### src/rtl/baccarat_pkg.sv
// Shared constants and types for the baccarat bankroll ledger.
// Wager kinds, ledger FSM states and the stored-wager slot layout.
package baccarat_pkg;

    localparam logic [1:0] BET_NONE   = 2'b00;
    localparam logic [1:0] BET_PLAYER = 2'b01;
    localparam logic [1:0] BET_BANKER = 2'b10;
    localparam logic [1:0] BET_TIE    = 2'b11;

    // Slot amounts are held at a fixed maximum width; unused upper bits stay zero.
    localparam int SLOT_AMT_W = 32;

    typedef enum logic [1:0] {
        ST_BETTING = 2'd0,
        ST_SETTLE  = 2'd1,
        ST_DONE    = 2'd2
    } ledger_state_e;

    typedef struct packed {
        logic [1:0]            kind;
        logic [SLOT_AMT_W-1:0] amount;
    } slot_t;

endpackage

### src/rtl/baccarat_ledger_if.sv
// Bet-entry, round-result and balance-display signals of the ledger.
// master = front end / game side, slave = the ledger itself.
interface baccarat_ledger_if #(
    parameter int BAL_W = 8,
    parameter int BET_W = 8,
    parameter int NBETS = 4
);
    localparam int CNT_W = $clog2(NBETS + 1);

    logic             bet_valid;
    logic [1:0]       bet_type;
    logic [BET_W-1:0] bet_amount;
    logic             bet_ready;
    logic             round_done;
    logic             player_win;
    logic             dealer_win;
    logic [BAL_W-1:0] balance;
    logic             bet_reject;
    logic             money_err;
    logic             settle_busy;
    logic             settle_done;
    logic [CNT_W-1:0] bet_count;

    modport master (
        output bet_valid, bet_type, bet_amount, round_done, player_win, dealer_win,
        input  bet_ready, balance, bet_reject, money_err, settle_busy, settle_done, bet_count
    );

    modport slave (
        input  bet_valid, bet_type, bet_amount, round_done, player_win, dealer_win,
        output bet_ready, balance, bet_reject, money_err, settle_busy, settle_done, bet_count
    );

endinterface

### src/rtl/baccarat_payout.sv
// Combinational credit for one stored wager given the latched round result.
// Winning stake is returned together with the winnings.
module baccarat_payout
    import baccarat_pkg::*;
#(
    parameter int BET_W    = 8,
    parameter int TIE_MULT = 8
) (
    input  logic [1:0]       kind,
    input  logic [BET_W-1:0] amount,
    input  logic             player_win,
    input  logic             dealer_win,
    output logic [BET_W+4:0] credit
);
    localparam int CR_W = BET_W + 5;
    localparam logic [CR_W-1:0] TIE_K = CR_W'(TIE_MULT + 1);

    logic [CR_W-1:0] amt_ext;
    assign amt_ext = CR_W'(amount);

    always_comb begin
        credit = '0;
        if (player_win && dealer_win) begin
            if (kind == BET_TIE) credit = amt_ext * TIE_K;
        end else if (player_win) begin
            if (kind == BET_PLAYER) credit = amt_ext << 1;
        end else if (dealer_win) begin
            if (kind == BET_BANKER) credit = amt_ext << 1;
        end
    end

endmodule

### src/rtl/baccarat_ledger.sv
// Bankroll ledger: takes up to NBETS wagers per round, deducting each stake,
// then settles the stored slots one per cycle with saturating credit.
module baccarat_ledger
    import baccarat_pkg::*;
#(
    parameter int BAL_W    = 8,
    parameter int BET_W    = 8,
    parameter int NBETS    = 4,
    parameter int TIE_MULT = 8,
    parameter int INIT_BAL = 100
) (
    input logic               clk,
    input logic               reset,
    baccarat_ledger_if.slave  bus
);
    localparam int CNT_W = $clog2(NBETS + 1);
    localparam int IDX_W = (NBETS > 1) ? $clog2(NBETS) : 1;
    localparam int SUM_W = BAL_W + BET_W + 5;
    localparam logic [SUM_W-1:0] BAL_MAX = {{(SUM_W-BAL_W){1'b0}}, {BAL_W{1'b1}}};

    ledger_state_e    state_reg, state_next;
    logic [BAL_W-1:0] balance_reg, balance_next;
    logic [CNT_W-1:0] count_reg, count_next;
    logic [IDX_W-1:0] idx_reg, idx_next;
    logic             pw_reg, pw_next;
    logic             dw_reg, dw_next;
    logic             reject_reg, reject_next;
    logic             err_reg, err_next;
    logic             ready;
    logic             slot_we, slot_clr;

    slot_t            slot_reg [NBETS];
    slot_t            wr_slot;
    slot_t            cur_slot;
    logic [IDX_W-1:0] wr_idx;
    logic [NBETS-1:0] slot_hit;
    logic [BET_W+4:0] credit;
    logic [SUM_W-1:0] bal_ext, amt_ext, sum;
    logic             reject_cond, settle_last;

    assign bal_ext     = SUM_W'(balance_reg);
    assign amt_ext     = SUM_W'(bus.bet_amount);
    assign sum         = bal_ext + SUM_W'(credit);
    assign reject_cond = (bus.bet_type == BET_NONE) || (bus.bet_amount == '0) || (amt_ext > bal_ext);
    assign settle_last = (CNT_W'(idx_reg) + CNT_W'(1)) == count_reg;

    assign wr_idx         = count_reg[IDX_W-1:0];
    assign wr_slot.kind   = bus.bet_type;
    assign wr_slot.amount = SLOT_AMT_W'(bus.bet_amount);
    assign cur_slot       = slot_reg[idx_reg];

    genvar gi;
    generate
        for (gi = 0; gi < NBETS; gi++) begin : g_slot_hit
            assign slot_hit[gi] = slot_we && (wr_idx == IDX_W'(gi));
        end
    endgenerate

    baccarat_payout #(
        .BET_W    (BET_W),
        .TIE_MULT (TIE_MULT)
    ) u_payout (
        .kind       (cur_slot.kind),
        .amount     (cur_slot.amount[BET_W-1:0]),
        .player_win (pw_reg),
        .dealer_win (dw_reg),
        .credit     (credit)
    );

    always_comb begin
        state_next   = state_reg;
        balance_next = balance_reg;
        count_next   = count_reg;
        idx_next     = idx_reg;
        pw_next      = pw_reg;
        dw_next      = dw_reg;
        reject_next  = 1'b0;
        err_next     = err_reg;
        slot_we      = 1'b0;
        slot_clr     = 1'b0;
        ready        = (state_reg == ST_BETTING) && (count_reg < CNT_W'(NBETS)) && !bus.round_done;

        case (state_reg)
            ST_BETTING: begin
                // A round result wins over a wager offered in the same cycle.
                if (bus.round_done) begin
                    pw_next    = bus.player_win;
                    dw_next    = bus.dealer_win;
                    idx_next   = '0;
                    state_next = (count_reg == '0) ? ST_DONE : ST_SETTLE;
                end else if (bus.bet_valid && ready) begin
                    if (reject_cond) begin
                        reject_next = 1'b1;
                    end else begin
                        balance_next = BAL_W'(bal_ext - amt_ext);
                        count_next   = count_reg + CNT_W'(1);
                        err_next     = 1'b0;
                        slot_we      = 1'b1;
                    end
                end
            end
            ST_SETTLE: begin
                if (sum > BAL_MAX) begin
                    balance_next = '1;
                    err_next     = 1'b1;
                end else begin
                    balance_next = BAL_W'(sum);
                end
                idx_next = idx_reg + IDX_W'(1);
                if (settle_last) state_next = ST_DONE;
            end
            ST_DONE: begin
                count_next = '0;
                slot_clr   = 1'b1;
                state_next = ST_BETTING;
            end
            default: state_next = ST_BETTING;
        endcase
    end

    always_ff @(posedge clk) begin
        if (reset) begin
            state_reg   <= ST_BETTING;
            balance_reg <= BAL_W'(INIT_BAL);
            count_reg   <= '0;
            idx_reg     <= '0;
            pw_reg      <= 1'b0;
            dw_reg      <= 1'b0;
            reject_reg  <= 1'b0;
            err_reg     <= 1'b0;
        end else begin
            state_reg   <= state_next;
            balance_reg <= balance_next;
            count_reg   <= count_next;
            idx_reg     <= idx_next;
            pw_reg      <= pw_next;
            dw_reg      <= dw_next;
            reject_reg  <= reject_next;
            err_reg     <= err_next;
        end
    end

    always_ff @(posedge clk) begin
        for (int i = 0; i < NBETS; i++) begin
            if (reset || slot_clr) slot_reg[i] <= '0;
            else if (slot_hit[i])  slot_reg[i] <= wr_slot;
        end
    end

    assign bus.bet_ready   = ready;
    assign bus.balance     = balance_reg;
    assign bus.bet_reject  = reject_reg;
    assign bus.money_err   = err_reg;
    assign bus.settle_busy = (state_reg == ST_SETTLE);
    assign bus.settle_done = (state_reg == ST_DONE);
    assign bus.bet_count   = count_reg;

endmodule

### src/flat_wrapper.sv
// flat-port wrapper written by rule: the top's interface ports become plain ports
module baccarat_ledger_flat import baccarat_pkg::*;
#(
    parameter int BAL_W    = 8,
    parameter int BET_W    = 8,
    parameter int NBETS    = 4,
    parameter int TIE_MULT = 8,
    parameter int INIT_BAL = 100
)
  (clk, reset, bus_bet_valid, bus_bet_type, bus_bet_amount, bus_round_done, bus_player_win, bus_dealer_win, bus_bet_ready, bus_balance, bus_bet_reject, bus_money_err, bus_settle_busy, bus_settle_done, bus_bet_count);
  baccarat_ledger_if #(.BAL_W(BAL_W), .BET_W(BET_W), .NBETS(NBETS)) bus_i ();
  input logic clk;
  input logic reset;
  input wire logic [$bits(bus_i.bet_valid)-1:0] bus_bet_valid;
  input wire logic [$bits(bus_i.bet_type)-1:0] bus_bet_type;
  input wire logic [$bits(bus_i.bet_amount)-1:0] bus_bet_amount;
  input wire logic [$bits(bus_i.round_done)-1:0] bus_round_done;
  input wire logic [$bits(bus_i.player_win)-1:0] bus_player_win;
  input wire logic [$bits(bus_i.dealer_win)-1:0] bus_dealer_win;
  output wire logic [$bits(bus_i.bet_ready)-1:0] bus_bet_ready;
  output wire logic [$bits(bus_i.balance)-1:0] bus_balance;
  output wire logic [$bits(bus_i.bet_reject)-1:0] bus_bet_reject;
  output wire logic [$bits(bus_i.money_err)-1:0] bus_money_err;
  output wire logic [$bits(bus_i.settle_busy)-1:0] bus_settle_busy;
  output wire logic [$bits(bus_i.settle_done)-1:0] bus_settle_done;
  output wire logic [$bits(bus_i.bet_count)-1:0] bus_bet_count;
  assign bus_i.bet_valid = bus_bet_valid;
  assign bus_i.bet_type = bus_bet_type;
  assign bus_i.bet_amount = bus_bet_amount;
  assign bus_i.round_done = bus_round_done;
  assign bus_i.player_win = bus_player_win;
  assign bus_i.dealer_win = bus_dealer_win;
  assign bus_bet_ready = bus_i.bet_ready;
  assign bus_balance = bus_i.balance;
  assign bus_bet_reject = bus_i.bet_reject;
  assign bus_money_err = bus_i.money_err;
  assign bus_settle_busy = bus_i.settle_busy;
  assign bus_settle_done = bus_i.settle_done;
  assign bus_bet_count = bus_i.bet_count;
  baccarat_ledger #(.BAL_W(BAL_W), .BET_W(BET_W), .NBETS(NBETS), .TIE_MULT(TIE_MULT), .INIT_BAL(INIT_BAL)) u_core (.clk(clk), .reset(reset), .bus(bus_i));
endmodule
### config.mk
export PLATFORM = sky130hd
export DESIGN_NAME = baccarat_ledger_flat
export DESIGN_NICKNAME = d
export VERILOG_FILES = /design/src/rtl/baccarat_pkg.sv /design/src/rtl/baccarat_ledger_if.sv /design/src/rtl/baccarat_payout.sv /design/src/rtl/baccarat_ledger.sv /design/src/flat_wrapper.sv
export SDC_FILE = /design/constraint.sdc
export NUM_CORES = 1
export LEC_CHECK = 0
export CAP_MARGIN = 20
export CORE_MARGIN = 2
export CORE_UTILIZATION = 60
export CTS_BUF_LIST = sky130_fd_sc_hd__clkbuf_8
export DETAILED_ROUTE_END_ITERATION = 8
export PLACE_DENSITY = 0.84
export SKIP_LAST_GASP = 1
export SYNTH_ARGS = -nofsm -noshare
export SYNTH_HDL_FRONTEND = slang
export SYNTH_SLANG_ARGS = --single-unit
### constraint.sdc
create_clock -name clk -period 6.1 [get_ports clk]
set_input_delay 1.22 -clock clk [delete_from_list [all_inputs] [get_ports clk]]
set_output_delay 1.22 -clock clk [all_outputs]
set_load 0.005 [all_outputs]
# [Yosys cells after proc, flatten, opt, wreduce, memory -nomap -nowiden]
# Memory sizes are Yosys's and may differ from the RTL's. A register that Yosys moved wholly into a read port is not among the register bits.
# Index checks and enable logic that the tools add are counted.
# W data, S select, Z words.
[classes] n_addsub=5 multipliers=1 magnitude_cmp=3 n_eq_ne=15 mux=52 bitwise=6 n_reduce_logical=26
[ops] operator="$mux W10" n=4
[ops] operator="$mux W8" n=4
[ops] operator="$mux W9" n=3
[ops] operator="$mux W13" n=2
[ops] operator="$mux W1" n=24
[ops] operator="$gt A21 B8 Y1 const B" n=1
[ops] operator="$pmux W8 S2" n=1
[ops] operator="$add A8 B13 Y14" n=1
[ops] operator="$mul A8 B4 Y12 const B" n=1
[ops] operator="$mux W12" n=1
[ops] operator="$mux W2" n=6
[ops] operator="$eq A2 B2 Y1 const B" n=5
[ops] operator="$mux W3" n=3
[ops] operator="$gt A8 B8 Y1" n=1
[ops] operator="$logic_and A1 B1 Y1" n=8
[ops] operator="$logic_not A8 Y1" n=1
[ops] operator="$ne A2 B2 Y1 const B" n=4
[ops] operator="$pmux W2 S2" n=2
[ops] operator="$reduce_and A4 Y1" n=2
[ops] operator="$sub A8 B8 Y8" n=1
[ops] operator="$eq A2 B1 Y1 const B" n=3
[ops] operator="$logic_not A2 Y1" n=3
[ops] operator="$pmux W3 S2" n=1
[ops] operator="$reduce_and A2 Y1" n=3
[ops] operator="other kinds (15)" n=23
[word_totals] ff_bits=19 ram_bits=40 output_inout_bits=16 mem_count=1
[mem_list] name="u_core.slot_reg" depth=4 word_bits=10 read_ports=1 rd_clocked_by_memory_dff=1 write_ports=4 line_no="baccarat_ledger.sv:32" source="slot_t slot_reg [NBETS];"

# [Logic depth before layout (Yosys ltp)]
# Gate-level depths: netlist (run 1).
[depth] depth_word=12 depth_mapped=15 mapped_depth_nobuf=14

# [Hierarchy]
# Synthesis (run 1) repeated with hierarchy kept, for this count alone.
[hier_totals] hier_cells=400 hier_area_um2=4175.3
[modules_own_cells] mod="baccarat_ledger" n_inst=1 cells_each=351 area_each_um2=3772.4 seq_area_each_um2=1621.6
[modules_own_cells] mod="baccarat_payout" n_inst=1 cells_each=49 area_each_um2=402.9 seq_area_each_um2=0.0

# [Worst setup path before layout (run 1)]
# OpenSTA, ideal clock, no wires.
[synth_path] kind="reg2reg" from="reg with a tool-made name" to="reg u_core.balance_reg[4] (netlist: u_core.bus.balance[4])" arrival_time_ns=3.562 t_required_ns=5.970 path_slack_ns=2.407 path_stages_with_launch=15 period_less_slack_ns=3.693 path_cell_list="dfxtp_1 -> buf_6 -> mux4_1 -> ha_1 -> ha_1 -> fa_1 -> xor2_1 -> a22oi_1 -> nor2_1 -> ha_1 -> o21ai_0 -> o21bai_1 -> a221o_2 -> a21oi_4 -> a221oi_1"
[synth_rtl] item="end signal: assignment" line_no="baccarat_ledger.sv:124" source="balance_reg <= BAL_W'(INIT_BAL);"
[synth_rtl] item="end signal: assignment" line_no="baccarat_ledger.sv:133" source="balance_reg <= balance_next;"
[synth_rtl] item="end: declaration" line_no="baccarat_ledger.sv:22" source="logic [BAL_W-1:0] balance_reg, balance_next;"

==> qor.csv, run 1 <==
stage,metric,value,unit
outcome,status,"finished, final reports clean",
clocking,clock_latency,0.34,ns
drt,vias,3004,
drt,ant_nets,0,
yosys,yosys.area.top_type,edfxtp_1,
yosys,synth_fp_nets,418,
floorplanning,core,6350,um^2
yosys,synth_cells,367,
yosys,yosysUniqueCellTypes,59,
clocking,cts-resized-gates,0,
global_route,grtUsageTotal,26.5,%
yosys,synth-seq-cells,61,
flow_run,cap_violations,0,
sta,rsz0062_at_grt,false,
yosys,syn_area,3930,um^2
power_and_ir_drop,p_per_area,235,nW/um^2
yosys,syn_area_per_cell,10.7,um^2
layout,design_area,4500,um^2
drt,wirelength,8990,um
drt,drt_iter0_drc,217,
drt,via_per_inst,6.26,
layout,antenna_cells,0,
sta,setup_viol,0,
yosys,synthArstFlopShare,0,%
layout,final_common_cell,edfxtp_1,
setup_path,cp_max_fo,10,
layout,drive_gt1_share,7.94,%
floorplanning,initial_core_util,61.8,%
clocking,cts.clk_slew.worst_paths,0.06,ns
power_and_ir_drop,p_leak,1.82,nW
place,gp_congestion,0.889,
sta,period_needed,4.38,ns
sta,final.setup.tns,0,ns
sta,hold_violations,0,
clocking,cts_hold_buf,0,
place,port_buffers,31,
layout,area_growth,14.6,%
sta,slew_viol_final,0,
clocking,clock_sinks,61,
sta,fmax,229,MHz
clocking,cts_setup_buffers,0,
layout,fillers,462,
global_route,grt_max_degree,23,
setup_path,start_kind,flop,
setup_path,endpoint_kind,flop,
place,hpwl,6650,um
drt,drc,0,
clocking,cts_max_level,3,
yosys,synth_top_area_share,30.6,%
setup_path,worstSetupPathType,reg -> reg,
yosys,synth-edff-count,40,
drt,dr.pass1.iters,5,
place,dpl_cell_area,4260,um^2
sta,tightest_slew,0.810,ns
layout,finalNetCount,449,
setup_path,required,6.27,ns
global_route,grt_pass1_vias,2913,
yosys,synth_area_leaders,"edfxtp_1 31%, dfxtp_1 11%, ha_1 10%",
clocking,cts_buffers,9,
clocking,cts-root-buf,clkbuf_8,
global_route,gr-total-overflow,0,
floorplanning,num_rows,29,
yosys,yosysWarnings,0,
clocking,ctsLongestPathBuffers,2,
global_route,antenna_found_initial,0,
sta,fin_crit_sh,71.7,%
layout,final_cell_mix,"40 x edfxtp_1, 34 x and2_1, 32 x ha_1, 31 x clkdlybuf4s50_1, 29 x nor2_1",
floorplanning,die_h,84.9,um
worst_hold_path,holdCritPathClass,reg -> reg,
layout,largest_register_ffs,40,
power_and_ir_drop,ir_worst_vdd,0.000209,V
setup_path,worstPathArrival,4.55,ns
floorplanning,ios,32,
floorplanning,die_area,7200,um^2
drt,wl_per_cell,18.7,um
sta,clock_skew,0.00872,ns
sta,relSlewSlack,45.8,%
floorplanning,fp.dieW,84.9,um
clocking,tritoncts,done,
global_route,grt_pass1_wl,14500,um
yosys,synthFlopType,edfxtp_1,
yosys,yosysSeqAreaShare,41.3,%
worst max-delay path, stage by stage, from the launching register on:
cell and delay, ns:
dfxtp_1 0.70, mux4_1 0.69, ha_1 0.33, ha_1 0.23
fa_1 0.44, a22oi_1 0.17, nor2_1 0.06, ha_1 0.25
nor2_1 0.14, a21boi_0 0.26, o21bai_1 0.13, a221o_2 0.44
a21oi_4 0.24, a221oi_1 0.12
report_power, final:
part / total, mW / internal (mW) / switching (mW)
Sequential: 0.476 / 0.463 / 0.0135
Clock: 0.427 / 0.270 / 0.158
Combinational: 0.155 / 0.0695 / 0.0855
Total: 1.06 / 0.802 / 0.257
through the flow:
step	hold WS (ns)	utilization (%)	worst slack [ns]	cells	power [mW]
after global routing	0.528	70.9	1.49	480	1.09
after CTS	0.484	70.9	1.73	480	1.06
after detailed placement	0.465	67.1	1.75	464	0.637
after global placement	0.462	67.1	1.84	464	0.631
after floorplan	0.447	-	2.41	367	0.583
final	0.486	70.9	1.72	480	1.06
path summary, 6_finish.rpt:
| path | startpoint | slack [ns] | cells after the start | to |
|---|---|---|---|---|
| min | u_core.bus.money_err$_SDFFE_PP0P_ | 0.49 | 2 | u_core.bus.money_err$_SDFFE_PP0P_ |
| max | flop | 1.72 | 13 | u_core.bus.balance[4]$_SDFFE_PP0P_ |
| min reg2reg | u_core.bus.money_err$_SDFFE_PP0P_ | 0.49 | 2 | u_core.bus.money_err$_SDFFE_PP0P_ |
| max reg2reg | flop | 1.72 | 13 | u_core.bus.balance[4]$_SDFFE_PP0P_ |
metal layers:
layer  global-route usage [%]  share of wire [%]  up-vias
met2                     43.1                 49      116
met5                        0                  0        -
met3                     5.06                5.1       23
li1                         -                  -     1417
met4                     10.7                2.6        0
met1                     35.1                 43     1448
cell type report:
class / instances / area [um^2] / share of cell area [%]
flip-flops and latches: 61 / 1620 / 36.0
clock buffers: 9 / 124 / 2.75
multi-input cells: 277 / 2160 / 48.0
repair buffers: 32 / 318 / 7.06
clock inverters: 7 / 115 / 2.56
well taps: 77 / 96.3 / 2.14
inverters: 17 / 63.8 / 1.42
kinds of logic (layout without fill, tap and decap cells):
family                     count (synthesis)  count (layout)  synth area share [%]
DFF                                       61              61                  41.3
and+or+nand+nor                          127             127                  17.8
muxes                                     18              18                  8.10
adders and majority gates                 35              35                  11.7
xor gates and xnor gates                  14              14                  3.12
AOI/OAI and AO/OA                         83              83                  14.2
buffers and inverters                     29              65                  3.76
cell usage after synthesis (6+ instances only):
cell type	count
mux4_1	6
inv_1	16
ha_1	32
xnor2_1	11
dfxtp_1	21
o21bai_1	6
edfxtp_1	40
nand2_1	22
and2_1	34
o21ai_0	14
nor2_1	29
mux2i_1	7
a22oi_1	9
nor3_1	11
nand2b_1	6
a21oi_1	19
Note: power is estimated with default switching activity, not from simulation.
==> run 2, diff against run 1 <==
CORE_UTILIZATION = 55   (was 60)
PLACE_DENSITY = 0.81   (was 0.84)
clock period = 3.8 ns   (was 6.1 ns; I/O delays follow)
==> qor.csv, run 2 (synthesis results as in run 1) <==
stage,metric,value,unit
outcome,status,"finished, final reports clean",
setup_path,cp.depth,13,
drt,via_per_inst,5.90,
global_route,grt_max_degree,23,
layout,drive_gt1_share,21.5,%
setup_path,cp_max_fo,7,
setup_path,start_kind,flop,
layout,layout.cells.non_filler,529,
clocking,tritoncts,done,
clocking,clock_sinks,61,
drt,dr.pass1.iters,5,
sta,rsz0062_at_grt,true,
layout,fillers,505,
floorplanning,core,6830,um^2
layout,final_common_cell,edfxtp_1,
sta,slew_viol_final,0,
drt,vias,3122,
global_route,grt_pass1_wl,14900,um
setup_path,rr_endpoint,u_core.bus.balance[1]$_SDFFE_PP0P_,
power_and_ir_drop,p_leak,1.96,nW
clocking,ctsLongestPathBuffers,2,
place,place_ws,-0.0566,ns
clocking,cts_hold_buf,0,
clocking,cts-root-buf,clkbuf_8,
drt,drt_iter0_drc,237,
setup_path,rr_worst_depth,13,
place,port_buffers,31,
floorplanning,die_area,7830,um^2
sta,fmax,269,MHz
worst_hold_path,holdCritPathClass,reg -> reg,
sta,period_needed,3.71,ns
place,gp_congestion,0.889,
setup_path,regToRegSetupSlack,0.09,ns
setup_path,crit_top_cell,ha_4,
setup_path,endpoint_kind,flop,
drt,drc,0,
flow_run,cap_violations,0,
layout,final_cell_mix,"40 x edfxtp_1, 34 x and2_1, 31 x clkdlybuf4s50_1, 28 x nor2_1, 27 x ha_1",
sta,final.setup.tns,0,ns
layout,finalNetCount,479,
floorplanning,die_h,88.5,um
setup_path,cp-endpoint,u_core.bus.balance[1]$_SDFFE_PP0P_,
layout,area_growth,24.5,%
sta,hold_violations,0,
sta,fin_ws,0.0864,ns
layout,antenna_cells,0,
floorplanning,fp.dieW,88.5,um
global_route,gr-total-overflow,0,
drt,wirelength,9750,um
sta,fin_crit_sh,97.7,%
floorplanning,initial_core_util,57.5,%
power_and_ir_drop,ir_worst_vdd,0.000214,V
setup_path,worstPathArrival,3.93,ns
sta,relSlewSlack,51.9,%
clocking,cts_max_level,3,
place,place_inst,505,
drt,ant_nets,0,
layout,seq_area,1620,um^2
sta,clock_skew,0.00909,ns
setup_path,worstSetupPathType,reg -> reg,
sta,setup_viol,0,
clocking,cts.clk_slew.worst_paths,0.08,ns
setup_path,required,4.02,ns
setup_path,crit_slowest_cell,mux4_2,
global_route,grt_pass1_vias,3055,
layout,multiInputGateArea,2280,um^2
place,hpwl,6830,um
setup_path,crit_family,compound AO/OA/AOI/OAI gates,
global_route,antenna_found_initial,0,
sta,hold_ws,0.510,ns
global_route,grtUsageTotal,25.7,%
setup_path,crit_chain,"buf_12, mux4_2, ha_4, ha_4, fa_2, a22oi_2, nor2_1, ha_1, o21ai_1, o21bai_1, a221o_2, a21oi_4, o22ai_1",
sta,tightest_slew,0.719,ns
clocking,cts_buffers,9,
layout,largest_register_ffs,40,
setup_path,worst-path-buf-inv,1,
floorplanning,num_rows,30,
power_and_ir_drop,p_per_area,339,nW/um^2
floorplanning,ios,32,
drt,wl_per_cell,18.4,um
clocking,clock_latency,0.34,ns
setup_path,max_stage_delay,0.54,ns
layout,final_core_util,71.5,%
run 2: changes by cell type in the layout (fill, tap and decap cells not counted), sizes merged:
cell / delta
buf: +30
clkinv: +2
bufinv: -2
run 2: layout make-up:
cell class                      count  area share [%]
Multi-Input combinational cell    277            46.6
Inverter                           17            1.31
Tap cell                           96            2.46
Timing Repair Buffer               62            12.4
Sequential cell                    61            33.2
Clock inverter                      7            1.51
Clock buffer                        9            2.53
run 2: routing by layer:
layer	global-route usage (%)	vias up	wire length, um
met4	9.50	0	262
met3	5.97	20	561
met2	43.5	106	4940
met5	0	-	0
met1	32.2	1521	3980
li1	-	1475	-
run 2: timing repair:
action,in CTS,in global routing
pin swaps,2,14
gates resized for setup,5,31
setup buffers,0,8
endpoints found under the setup margin,9,9
gates cloned,0,0
run 2: worst min path at each step:
stage                                                 start                                 to  slack, ns  cells past startpoint
after global placement    u_core.bus.money_err$_SDFFE_PP0P_  u_core.bus.money_err$_SDFFE_PP0P_       0.46                      2
after floorplan           u_core.bus.money_err$_SDFFE_PP0P_  u_core.bus.money_err$_SDFFE_PP0P_       0.45                      2
after global routing      u_core.bus.money_err$_SDFFE_PP0P_  u_core.bus.money_err$_SDFFE_PP0P_       0.55                      2
after detailed placement  u_core.bus.money_err$_SDFFE_PP0P_  u_core.bus.money_err$_SDFFE_PP0P_       0.48                      2
after CTS                 u_core.bus.money_err$_SDFFE_PP0P_  u_core.bus.money_err$_SDFFE_PP0P_       0.49                      2
final                     u_core.bus.money_err$_SDFFE_PP0P_  u_core.bus.money_err$_SDFFE_PP0P_       0.51                      2
run 2: worst register-to-register path: stages (launching register included):
cell      delay, ns
dfxtp_2        0.34
buf_12         0.12
mux4_2         0.55
ha_4           0.30
ha_4           0.14
fa_2           0.44
a22oi_2        0.15
nor2_1         0.07
ha_1           0.34
o21ai_1        0.16
o21bai_1       0.11
a221o_2        0.46
a21oi_4        0.28
o22ai_1        0.14
run 2: power breakdown:
part	leakage (nW)	internal, mW	switching [mW]
Sequential	0.596	0.742	0.0217
Clock	0.0996	0.304	0.277
Combinational	1.27	0.154	0.157
Total	1.96	1.20	0.456
run 2: per-stage QoR:
step,cell area [um^2],power (mW)
after global placement,4510,1.04
after floorplan,3930,0.936
final,4890,1.66
after global routing,4890,1.72
after detailed placement,4510,1.05
after CTS,4720,1.63
==> run 3, diff against run 2 <==
ABC_CLOCK_PERIOD_IN_PS = 3800   (was default)
==> results of run 3 <==
No change in the layout: final DEF, timing and power equal those of run 2.
